File: config.mk
export PLATFORM = sky130hd
export DESIGN_NAME = layer1_streamer
export DESIGN_NICKNAME = d
export VERILOG_FILES = /design/src/rtl/layer1_pkg.sv /design/src/rtl/layer1_streamer_fifo2.sv /design/src/rtl/layer1_streamer.sv
export SDC_FILE = /design/constraint.sdc
export NUM_CORES = 1
export LEC_CHECK = 0
export BUFFER_PORTS_ARGS = -buffer_cell sky130_fd_sc_hd__buf_2
export CORE_AREA = 2 2 109 111
export CTS_CLUSTER_DIAMETER = 60
export DETAILED_ROUTE_END_ITERATION = 10
export DIE_AREA = 0 0 111 113
export PLACE_DENSITY = 0.81
export SYNTH_ARGS = -nofsm -noshare
export SYNTH_HDL_FRONTEND = slang
export SYNTH_SLANG_ARGS = --single-unit
File: constraint.sdc
create_clock -name clk -period 3.5 [get_ports clk]
set_input_delay 0.175 -clock clk [delete_from_list [all_inputs] [get_ports clk]]
set_output_delay 0.175 -clock clk [all_outputs]
set_load 0.005 [all_outputs]
File: src/rtl/layer1_pkg.sv
// Shared constants, FSM state type and small helpers for the layer-1 result streamer.
package layer1_pkg;

  localparam int L1_DEPTH = 1024;
  localparam int DATA_W   = 13;
  localparam int ADDR_W   = 12;
  localparam int SUM_W    = 23;

  typedef enum logic [1:0] {
    IDLE  = 2'd0,
    RUN   = 2'd1,
    DRAIN = 2'd2,
    DONE  = 2'd3
  } state_t;

  // Q9.4 words carry their fraction in the low nibble.
  function automatic logic frac_nonzero(input logic [3:0] nib);
    return |nib;
  endfunction

endpackage

File: src/rtl/layer1_streamer_fifo2.sv
// Two-entry synchronous FIFO holding captured words plus their last tag.
module fifo2
  import layer1_pkg::*;
#(
  parameter int W = DATA_W + 1
) (
  input  logic         clk,
  input  logic         reset,
  input  logic         push_i,
  input  logic         pop_i,
  input  logic [W-1:0] din_i,
  output logic [W-1:0] head_o,
  output logic [1:0]   count_o
);

  logic [W-1:0] entry0_q, entry0_d;
  logic [W-1:0] entry1_q, entry1_d;
  logic         wptr_q, wptr_d;
  logic         rptr_q, rptr_d;
  logic [1:0]   count_q, count_d;

  // Next-state for storage, pointers and occupancy.
  always_comb begin
    entry0_d = entry0_q;
    entry1_d = entry1_q;
    wptr_d   = wptr_q;
    rptr_d   = rptr_q;
    count_d  = count_q;
    if (push_i) begin
      if (wptr_q) begin
        entry1_d = din_i;
      end else begin
        entry0_d = din_i;
      end
      wptr_d = ~wptr_q;
    end else begin
      wptr_d = wptr_q;
    end
    if (pop_i) begin
      rptr_d = ~rptr_q;
    end else begin
      rptr_d = rptr_q;
    end
    case ({push_i, pop_i})
      2'b10:   count_d = count_q + 2'd1;
      2'b01:   count_d = count_q - 2'd1;
      default: count_d = count_q;
    endcase
  end

  // State registers.
  always_ff @(posedge clk or posedge reset) begin
    if (reset) begin
      entry0_q <= {W{1'b0}};
      entry1_q <= {W{1'b0}};
      wptr_q   <= 1'b0;
      rptr_q   <= 1'b0;
      count_q  <= 2'd0;
    end else begin
      entry0_q <= entry0_d;
      entry1_q <= entry1_d;
      wptr_q   <= wptr_d;
      rptr_q   <= rptr_d;
      count_q  <= count_d;
    end
  end

  assign head_o  = rptr_q ? entry1_q : entry0_q;
  assign count_o = count_q;

endmodule

File: src/rtl/layer1_streamer.sv
// Reads the layer-1 result bank in raster order and streams it over valid/ready,
// accumulating sum, max and a fractional-bit flag over accepted beats.
module layer1_streamer
  import layer1_pkg::*;
#(
  parameter int DEPTH = L1_DEPTH
) (
  input  logic              clk,
  input  logic              reset,
  input  logic              start,
  output logic              busy,
  output logic              csel,
  output logic              crd,
  output logic [ADDR_W-1:0] caddr_rd,
  input  logic [DATA_W-1:0] cdata_rd,
  output logic              m_valid,
  input  logic              m_ready,
  output logic [DATA_W-1:0] m_data,
  output logic              m_last,
  output logic [SUM_W-1:0]  sum,
  output logic [DATA_W-1:0] max,
  output logic              frac_err,
  output logic              done
);

  localparam logic [ADDR_W-1:0] LAST_ADDR = ADDR_W'(DEPTH - 1);
  localparam logic [ADDR_W-1:0] ONE_ADDR  = ADDR_W'(1'b1);

  state_t              state_q, state_d;
  logic [ADDR_W-1:0]   cnt_q, cnt_d;
  logic [ADDR_W-1:0]   caddr_q, caddr_d;
  logic                crd_q, crd_d;
  logic                busy_q, busy_d;
  logic                done_q, done_d;
  logic [SUM_W-1:0]    sum_q, sum_d;
  logic [DATA_W-1:0]   max_q, max_d;
  logic                frac_q, frac_d;
  logic                issue_s;
  logic                pop_s;
  logic [1:0]          count_s;
  logic [DATA_W:0]     head_s;

  // crd_q doubles as the in-flight flag: its data is captured on the next edge.
  fifo2 #(.W(DATA_W + 1)) u_fifo (
    .clk     (clk),
    .reset   (reset),
    .push_i  (crd_q),
    .pop_i   (pop_s),
    .din_i   ({caddr_q == LAST_ADDR, cdata_rd}),
    .head_o  (head_s),
    .count_o (count_s)
  );

  assign m_valid = (count_s != 2'd0);
  assign m_data  = head_s[DATA_W-1:0];
  assign m_last  = head_s[DATA_W];
  assign pop_s   = m_valid & m_ready;

  // Sequencing, read issue under the 2-credit rule, and beat accumulation.
  always_comb begin
    state_d = state_q;
    cnt_d   = cnt_q;
    caddr_d = caddr_q;
    crd_d   = 1'b0;
    done_d  = 1'b0;
    sum_d   = sum_q;
    max_d   = max_q;
    frac_d  = frac_q;
    issue_s = ({1'b0, count_s} + {2'b00, crd_q}) < (3'd2 + {2'b00, pop_s});
    if (pop_s) begin
      sum_d  = sum_q + SUM_W'(m_data);
      max_d  = (m_data > max_q) ? m_data : max_q;
      frac_d = frac_q | frac_nonzero(m_data[3:0]);
    end else begin
      sum_d  = sum_q;
    end
    case (state_q)
      IDLE: begin
        if (start) begin
          state_d = RUN;
          crd_d   = 1'b1;
          caddr_d = {ADDR_W{1'b0}};
          cnt_d   = ONE_ADDR;
          sum_d   = {SUM_W{1'b0}};
          max_d   = {DATA_W{1'b0}};
          frac_d  = 1'b0;
        end else begin
          state_d = IDLE;
        end
      end
      RUN: begin
        if (issue_s) begin
          crd_d   = 1'b1;
          caddr_d = cnt_q;
          cnt_d   = cnt_q + ONE_ADDR;
          state_d = (cnt_q == LAST_ADDR) ? DRAIN : RUN;
        end else begin
          state_d = RUN;
        end
      end
      DRAIN: begin
        if ((count_s == 2'd0) && !crd_q) begin
          state_d = DONE;
          done_d  = 1'b1;
        end else begin
          state_d = DRAIN;
        end
      end
      DONE:    state_d = IDLE;
      default: state_d = IDLE;
    endcase
    busy_d = (state_d != IDLE);
  end

  // State and output registers.
  always_ff @(posedge clk or posedge reset) begin
    if (reset) begin
      state_q <= IDLE;
      cnt_q   <= {ADDR_W{1'b0}};
      caddr_q <= {ADDR_W{1'b0}};
      crd_q   <= 1'b0;
      busy_q  <= 1'b0;
      done_q  <= 1'b0;
      sum_q   <= {SUM_W{1'b0}};
      max_q   <= {DATA_W{1'b0}};
      frac_q  <= 1'b0;
    end else begin
      state_q <= state_d;
      cnt_q   <= cnt_d;
      caddr_q <= caddr_d;
      crd_q   <= crd_d;
      busy_q  <= busy_d;
      done_q  <= done_d;
      sum_q   <= sum_d;
      max_q   <= max_d;
      frac_q  <= frac_d;
    end
  end

  assign busy     = busy_q;
  assign csel     = busy_q;
  assign crd      = crd_q;
  assign caddr_rd = caddr_q;
  assign done     = done_q;
  assign sum      = sum_q;
  assign max      = max_q;
  assign frac_err = frac_q;

endmodule

==> results of run 1 <==
## registers in the layout, summed over array words and instances (netlist names)
name	count
u_fifo.entry0_q	14
caddr_rd	12
max	13
u_fifo.entry1_q	14
frac_err	1
crd	1
u_fifo.count_o	2
sum	23
u_fifo.rptr_q	1
busy	1
cnt_q	12
done	1
state_q	2
u_fifo.wptr_q	1
## logic make-up after synthesis
kind of cell	synth area share (%)
multiplexers	11.64
AND/OR/NAND/NOR	17.07
AO/OA/AOI/OAI	11.96
buffers and inverters	3.720
flip-flops	44.73
XOR/XNOR	3.674
adder cells (fa/ha/maj)	7.211
## power by group through the flow
stage | registers [mW] | logic, mW | clock network, mW
3_3_place_gp | 1.92 | 3.76 | 0
4_1_cts | 1.92 | 3.97 | 1.02
6_report | 1.92 | 3.98 | 1.01
5_1_grt | 1.98 | 4.44 | 1.07
3_5_place_dp | 1.94 | 3.94 | 0
2_1_floorplan | 1.84 | 2.94 | 0
## per-layer routing
| metal | GRT usage, % | part of all wire (%) | vias up |
|---|---|---|---|
| met3 | 4.767 | 6.1 | 25 |
| met5 | 0 | 0 | - |
| li1 | - | - | 2052 |
| met2 | 37.14 | 50 | 125 |
| met4 | 7.833 | 2.4 | 0 |
| met1 | 26.05 | 41 | 2125 |
## cell usage after synthesis, types with 12 or more instances
cell      number
dfrtp_1       98
nor2_1        30
o21ai_0       22
clkbuf_1      14
mux2i_1       21
a21oi_1       21
ha_1          30
xnor2_1       15
inv_1         25
mux2_2        38
nand3_1       12
nand2_1       79
## layout make-up
type                            instances  area (sq um)
Tap cell                              143         178.9
Clock buffer                           10         239.0
Sequential cell                        98          2452
Fill cell                             957          4926
Timing Repair Buffer                   91         473.0
Multi-Input combinational cell        391          2839
Clock inverter                          6         63.81
Inverter                               26         100.1
## worst register-to-register path: cells and delay by family, from the launching register on
kind,cells,cell delay [ns]
AOI/OAI and AO/OA,2,0.36
and+or+nand+nor,3,1.11
DFF,1,0.49
adders and majority gates,1,0.33
muxes,2,0.68
buffers and inverters,1,0.21
## final timing paths
kind | from | end | slack [ns] | depth (start not counted)
hold reg to reg | u_fifo.wptr_q$_DFFE_PP0P_ | u_fifo.wptr_q$_DFFE_PP0P_ | 0.49 | 1
min in group asynchronous | reset | u_fifo.entry1_q[12]$_DFFE_PP0P_ | 0.12 | 2
setup / recovery | u_fifo.rptr_q$_DFFE_PP0P_ | max[5]$_DFF_PP0_ | 0.25 | 9
max in group asynchronous | reset | caddr_rd[5]$_DFFE_PP0P_ | 2.64 | 3
hold / removal | cdata_rd[5] | u_fifo.entry0_q[5]$_DFFE_PP0P_ | 0.07 | 2
setup reg to reg | u_fifo.rptr_q$_DFFE_PP0P_ | max[5]$_DFF_PP0_ | 0.25 | 9
==> qor.txt, run 1 <==
CTS max path bufs - 2
Max Fclk - 307.5 MHz
TritonCTS Buffers - 9
H-tree depth - 3
Commonest non-fill, non-tap cell in the layout - dfrtp_1
P&R area growth vs syn - 15.75%
Post-synth top flop - dfrtp_1
Post-cts hold buffer count - 0
CP max FO - 12
Post-CTS resize count - 0
Die H - 113 microns
Max-slew violations - 0
Fin crit period - 3.252 ns
Post-DP Area - 0.006043 sq mm
Final design utilization - 56.30%
Total grt overflow - 0
Placer Congestion - 0.9023
Post-DP HPWL - 9.377 mm
Synth top area share - 44.73%
Tightest Pin Transition - 1.104 ns
Synth area leader - dfrtp_1
Final Skew - 0.004301 ns
Setup slack after layout - 0.2485 ns
Core area - 0.01127 sq mm
Worst setup SP type - register
Synth cell types - 63
Final Non-Filler Cells - 765
Post CTS Setup Buffer Count - 0
Worst slack, placed - 0.3007 ns
Outcome - completed
Worst-Skew Late Latency - 0.35 ns
Combinational share of power - 57.6%
Final wirelength - 12.81 mm
Synth Area per Inst - 10.21 sq um
DRT iter0 DRCs - 243
Data required, critical path - 3.76 ns
Number of synthesized flops with an enable pin - 0
Flop pwr share - 27.8%
Global-route wire length before repair - 21.51 mm
Worst setup EP type - register
Post-DRT Antenna Nets - 0
Port Buffers - 84
Overall routing resource usage - 21.29%
Via density - 5.656
Slew margin rel. - 26.40%
Vias in the first global route - 4347
Crit path max-delay family - simple AND/OR/NAND/NOR gates
CP Buf/Inv Count - 1
CP arrival - 3.51 ns
Max Cap Violations - 0
Layout Nets - 665
Area contributors post-synth - dfrtp_1 (45%), mux2_2 (7.8%), ha_1 (6.8%)
CP cell instances - buf_4 -> mux2_2 -> ha_1 -> nand4_2 -> nor3_1 -> a21boi_2 -> o31ai_4 -> nor2_2 -> mux2i_1
Die X-Extent - 111 microns
Largest net degree at the start of global routing - 92
Yosys Warn Count - 0
Setup TNS - 0 ns
Mapped Area - 0.005483 sq mm
Avg WL per Cell - 16.75 microns
Leak - 3.001 nW
Cell Int Power - 3.868 mW
Hold Slack - 0.06756 ns
RSZ-0062 raised after global routing - no
Row cnt - 39
NetSw - 3.043 mW
Slowest-stage cell, CP - nor2_2
Synth Instances - 537
Clock power share - 14.6%
CTS tree - done
Initial antenna violation count - 0
Peak supply drop - 0.6143 mV
CTS Root Cell - clkbuf_16
Hold/Removal Path Class - in2reg
Synth Register Bits - 98
Cells after DPL - 749
Remaining DRCs - 0
Critical path class - reg2reg
Drt first pass iters - 5
TritonCTS Sinks - 98
Ys async rst share - 100.0%
Final Hold Viols - 0
Via count - 4327
Syn nets - 585
Die ar. - 0.01254 sq mm
Crit share post-route - 92.90%
Worst stage delay on the critical path - 0.68 ns
Initial Util - 48.64%
Clk slew on worst S/H paths - 0.07 ns
Design Power - 6.911 mW
Design Area, Final - 0.006346 sq mm
P per Cell Area - 1089 mW/mm^2
# IOs - 85
Seq/Total Area, Yosys - 44.73%
Net Sw Frac - 44.04%
Count of final setup violators - 0
Share of cells above drive strength 1 - 27.81%
Antenna diodes - 0
Most frequent cells in the layout - dfrtp_1 (98), buf_2 (84), nand2_1 (79)
Power figures use the tool's default switching activity.
==> inputs of run 2 (changes only) <==
--- a/config.mk
+++ b/config.mk
@@ -6,10 +6,11 @@
 export NUM_CORES = 1
 export LEC_CHECK = 0
 export BUFFER_PORTS_ARGS = -buffer_cell sky130_fd_sc_hd__buf_2
-export CORE_AREA = 2 2 109 111
+export CORE_AREA = 5 5 112 114
 export CTS_CLUSTER_DIAMETER = 60
 export DETAILED_ROUTE_END_ITERATION = 10
-export DIE_AREA = 0 0 111 113
+export DIE_AREA = 0 0 117 119
+export MAX_ROUTING_LAYER = met4
 export PLACE_DENSITY = 0.81
 export SYNTH_ARGS = -nofsm -noshare
 export SYNTH_HDL_FRONTEND = slang
==> run 2 against run 1 <==
Final cell count fell by 0.26%. Flip-flop and latch count stayed put. Utilization rose by 0.18 points. Sequential power about the same. Combinational power is essentially flat. Die area grew 11%. Worst hold slack worse by 0.045 ns. Total power rose by 2.3%. Routed wire length rose by 3.2%. Largest cell class unchanged.
==> qor.txt, run 2 (same netlist as run 1, synthesis figures left out) <==
Slew margin rel. - 15.32%
Placer Congestion - 0.9046
Global-route wire length before repair - 21.55 mm
Final Hold Viols - 0
Post-DP HPWL - 9.711 mm
DRT iter0 DRCs - 270
Combinational share of power - 56.6%
Post-DRT Antenna Nets - 0
Hold/Removal Path Class - in2async
Antenna diodes - 0
Die X-Extent - 117 microns
Max Cap Violations - 0
CTS max path bufs - 2
Filler cell count in the final layout - 966
Leak - 3.014 nW
Most frequent cells in the layout - dfrtp_1 (97), buf_2 (84), nand2_1 (79)
Die H - 119 microns
Max Fclk - 319.8 MHz
Final wirelength - 13.22 mm
Via count - 4376
Crit share post-route - 89.35%
Post-cts hold buffer count - 0
Net Sw Frac - 43.49%
H-tree depth - 3
Row cnt - 39
Data required, critical path - 3.76 ns
Layout Nets - 663
TritonCTS Buffers - 9
Post CTS Setup Buffer Count - 0
P per Cell Area - 1106 mW/mm^2
Drt first pass iters - 4
Avg WL per Cell - 17.33 microns
Commonest non-fill, non-tap cell in the layout - dfrtp_1
Count of final setup violators - 0
CP arrival - 3.39 ns
Remaining DRCs - 0
Max-slew violations - 0
Final design utilization - 56.48%
CTS tree - done
# IOs - 85
Max reg flops - 23
Worst setup SP type - register
CTS Root Cell - clkbuf_16
Vias in the first global route - 4376
Worst-Skew Late Latency - 0.35 ns
Fin crit period - 3.127 ns
NetSw - 3.075 mW
TritonCTS Sinks - 98
Outcome - completed
Worst setup EP type - register
Core area - 0.01132 sq mm
CP max FO - 12
Die ar. - 0.01392 sq mm
Via density - 5.735
Setup TNS - 0 ns
Share of cells above drive strength 1 - 27.90%
Cell Int Power - 3.996 mW
Overall routing resource usage - 19.74%
Final Skew - 0.006827 ns
Critical path class - reg2reg
Tightest Pin Transition - 1.265 ns
Flop pwr share - 27.4%
RSZ-0062 raised after global routing - no
Initial Util - 48.43%
Post-CTS resize count - 0
Clock power share - 16.0%
Initial antenna violation count - 0
P&R area growth vs syn - 16.61%
Port Buffers - 84
Clk slew on worst S/H paths - 0.07 ns
Total grt overflow - 0
Largest net degree at the start of global routing - 57
Peak supply drop - 0.6200 mV
==> run 2: changes by cell type in the layout (fill, tap and decap cells not counted), sizes merged <==
| cell | before | now |
|---|---|---|
| buf | 91 | 89 |
| bufinv | 1 | 3 |
| clkbuf | 10 | 9 |
| clkinv | 2 | 3 |
| clkinvlp | 2 | 1 |
| inv | 27 | 26 |
==> run 2: metal layers <==
| metal | global-route usage (%) | vias up | share of wire (%) | wire (microns) |
|---|---|---|---|---|
| met1 | 24.77 | 2165 | 42 | 5562 |
| met2 | 32.11 | 144 | 50 | 6582 |
| met4 | 4.086 | 0 | 1.2 | 165 |
| li1 | - | 2053 | - | - |
| met5 | - | - | 0 | 0 |
| met3 | 5.375 | 14 | 6.9 | 913 |
==> run 2: power by group through the flow <==
stage / clock network (mW) / registers, mW / logic, mW
2_1_floorplan: 0 / 1.84 / 2.94
3_5_place_dp: 0 / 1.95 / 3.92
3_3_place_gp: 0 / 1.92 / 3.74
4_1_cts: 1.15 / 1.93 / 3.97
5_1_grt: 1.19 / 2.00 / 4.40
6_report: 1.13 / 1.94 / 4.00
==> run 2: layout make-up <==
class | count | area (sq um) | area share, %
tap | 143 | 178.9 | 2.798
clock buffer | 9 | 225.2 | 3.523
inverter | 26 | 98.84 | 1.546
multi-input combinational | 391 | 2850 | 44.58
sequential | 98 | 2454 | 38.38
clock inverter | 7 | 116.4 | 1.820
timing repair buffer | 89 | 470.5 | 7.358
==> run 2: path summary, 6_finish.rpt <==
path,slack (ns),from,depth (start not counted),to
max,0.37,u_fifo.rptr_q$_DFFE_PP0P_,10,max[5]$_DFF_PP0_
min,0.02,reset,2,caddr_rd[7]$_DFFE_PP0P_
max reg2reg,0.37,u_fifo.rptr_q$_DFFE_PP0P_,10,max[5]$_DFF_PP0_
min reg2reg,0.51,u_fifo.entry0_q[6]$_DFFE_PP0P_,1,u_fifo.entry0_q[6]$_DFFE_PP0P_
max in group asynchronous,2.74,reset,3,sum[12]$_DFF_PP0_
min in group clk,0.07,cdata_rd[11],2,u_fifo.entry1_q[11]$_DFFE_PP0P_
==> run 2: worst max-delay path, cell delays in order, from the launching register on <==
cell      delay, ns
dfrtp_2        0.52
buf_4          0.21
mux2i_1        0.31
inv_1          0.18
ha_1           0.33
nor2b_1        0.13
o21ai_0        0.11
a21boi_2       0.20
o31ai_4        0.10
nor2_2         0.66
mux2i_1        0.30
==> run 2: stage by stage <==
stage	worst slack [ns]	total power [mW]	hold WS [ns]	std cells	area [sq um]
final	0.3727	7.071	0.02261	763	6394
after global placement	0.3544	5.664	0.4105	747	6040
after detailed placement	0.2456	5.869	0.4268	747	6040
after CTS	0.2176	7.043	0.06378	763	6381
after floorplan	0.6042	4.781	0.3255	537	5483
after global routing	0.1303	7.593	0.06877	763	6394
==> inputs of run 3 (changes only) <==
--- a/config.mk
+++ b/config.mk
@@ -6,10 +6,12 @@
 export NUM_CORES = 1
 export LEC_CHECK = 0
 export BUFFER_PORTS_ARGS = -buffer_cell sky130_fd_sc_hd__buf_2
-export CORE_AREA = 5 5 112 114
+export CORE_AREA = 2 2 109 111
+export CTS_BUF_LIST = sky130_fd_sc_hd__clkbuf_16
 export CTS_CLUSTER_DIAMETER = 60
 export DETAILED_ROUTE_END_ITERATION = 10
-export DIE_AREA = 0 0 117 119
+export DIE_AREA = 0 0 111 113
+export GPL_TIMING_DRIVEN = 0
 export MAX_ROUTING_LAYER = met4
 export PLACE_DENSITY = 0.81
 export SYNTH_ARGS = -nofsm -noshare
==> run 3 against run 2 <==
Clock skew shrank 0.0026 ns. Via count is the same. Clock power shrank 21%. Worst setup slack lost 0.15 ns. Critical path type unchanged. Design area is the same. Sequential power is essentially flat. Largest power group unchanged. Non-clock buffer count grew 18. Largest cell class unchanged. Highest routed layer unchanged.
==> qor.txt, run 3 (same netlist as run 1, synthesis figures left out) <==
Outcome - completed
R2R cell count - 10
Global-route wire length before repair - 21.49 mm
TritonCTS Buffers - 9
Row cnt - 39
Antenna diodes - 0
Largest net degree at the start of global routing - 75
Worst setup SP type - register
CTS max path bufs - 2
Drt first pass iters - 4
CP cell instances - buf_2 -> mux2_2 -> ha_1 -> nand4_2 -> nor3_1 -> a21boi_2 -> o31ai_4 -> nor2_2 -> buf_6 -> mux2i_1
CP arrival - 3.53 ns
RR Startpoint - u_fifo.rptr_q$_DFFE_PP0P_
Hold/Removal Path Class - in2reg
Critical path class - reg2reg
Final Skew - 0.004244 ns
Worst setup path start - u_fifo.rptr_q$_DFFE_PP0P_
TritonCTS Sinks - 98
CP max FO - 10
Slew margin rel. - 53.03%
# IOs - 85
Initial antenna violation count - 0
Final Hold Viols - 0
Total grt overflow - 0
Vias in the first global route - 4376
Initial Util - 48.64%
Max reg flops - 23
Most frequent cells in the layout - dfrtp_1 (98), buf_2 (88), nand2_1 (79)
Worst hold start - cdata_rd[11]
Max Fclk - 305.4 MHz
Die ar. - 0.01254 sq mm
Crit path max-delay family - multiplexers
R2R Setup Slk - 0.23 ns
Leak - 3.014 nW
Avg WL per Cell - 17.19 microns
Die X-Extent - 111 microns
Fin crit period - 3.274 ns
Post-DRT Antenna Nets - 0
Remaining DRCs - 0
CP Buf/Inv Count - 2
Max-slew violations - 0
Count of final setup violators - 0
Port Buffers - 84
Overall routing resource usage - 22.04%
Reg2reg end - max[6]$_DFF_PP0_
Placer Congestion - 0.9091
RSZ-0062 raised after global routing - no
Worst-Skew Late Latency - 0.34 ns
Share of cells above drive strength 1 - 26.80%
Crit path to - max[6]$_DFF_PP0_
Design Power - 6.874 mW
Worst setup EP type - register
Setup TNS - 0 ns
Via count - 4376
Hold Slack - 0.07523 ns
H-tree depth - 3
Data required, critical path - 3.75 ns
P&R area growth vs syn - 16.61%
P per Cell Area - 1075 mW/mm^2
Die H - 113 microns
Commonest non-fill, non-tap cell in the layout - dfrtp_1
Layout Nets - 681
DRT iter0 DRCs - 260
Core area - 0.01127 sq mm
Peak supply drop - 0.6388 mV
CTS Root Cell - clkbuf_16
Crit share post-route - 93.54%
CTS tree - done
Tightest Pin Transition - 0.7045 ns
Max Cap Violations - 0
Post-DP HPWL - 9.901 mm
Worst stage delay on the critical path - 0.56 ns
Slowest-stage cell, CP - dfrtp_1
Stages on worst setup path - 10
Via density - 5.603
Final wirelength - 13.42 mm
Clk slew on worst S/H paths - 0.07 ns
run 3: cell count changes in the layout (fill, tap and decap cells not counted), moves of 2 or more:
cell,previous run,this run
buf_4,4,1
clkinv_2,3,1
buf_6,0,2
clkbuf_1,0,13
buf_2,84,88
clkinvlp_4,1,3
bufinv_16,3,0
inv_1,24,26
run 3: layer usage:
metal	track usage (%)	wire (microns)
met5	-	0
met4	7.167	226
met3	4.981	670
met2	36.20	6620
met1	27.31	5906
run 3: worst min path at each step:
stage          slack, ns  depth (start not counted)                              end
6_report            0.08                          2  u_fifo.entry1_q[11]$_DFFE_PP0P_
5_1_grt             0.07                          2   u_fifo.entry1_q[7]$_DFFE_PP0P_
4_1_cts             0.07                          2   u_fifo.entry0_q[3]$_DFFE_PP0P_
3_5_place_dp        0.17                          2  u_fifo.entry1_q[13]$_DFFE_PP0P_
3_3_place_gp        0.42                          2   u_fifo.entry1_q[0]$_DFFE_PP0P_
2_1_floorplan       0.33                          1  u_fifo.entry1_q[10]$_DFFE_PP0P_
run 3: worst reg2reg max path: cells and delay by family, from the launching register on:
family          cells  cell delay, ns
fa+ha+maj           1            0.34
flops               1            0.56
compound gates      2            0.40
buf+inv             2            0.55
simple gates        3            0.64
mux                 2            0.70
run 3: power breakdown:
group / leakage [nW] / internal (mW) / switching (mW)
combinational: 1.65 / 1.75 / 2.32
sequential: 1.23 / 1.57 / 0.343
clock: 0.127 / 0.473 / 0.423
total: 3.01 / 3.79 / 3.09
run 3: final cells by class:
class,count,area [sq um]
fillers,961,4878
multi-input cells,391,2838
flip-flops and latches,98,2452
repair buffers,86,457.9
clock buffers,9,225.2
well taps,143,178.9
plain buffers,21,102.6
inverters,26,100.1
clock inverters,7,38.79
run 3: what timing repair did:
item / CTS / global route
endpoints found under the setup margin: 0 / 13
gates resized for setup: 0 / 2
setup buffers: 0 / 0
hold endpoints to repair: 24 / 0
hold buffers: 1 / 0
run 3: through the flow:
step | instance area (sq um) | worst slack [ns] | utilization [%] | cells
floorplan | 5483 | 0.6042 | - | 537
global placement | 6082 | -0.2786 | 53.96 | 764
detailed placement | 6112 | 0.08011 | 54.22 | 765
CTS | 6386 | 0.04502 | 56.65 | 782
global route | 6394 | 0.05176 | 56.72 | 781
finish | 6394 | 0.2261 | 56.72 | 781
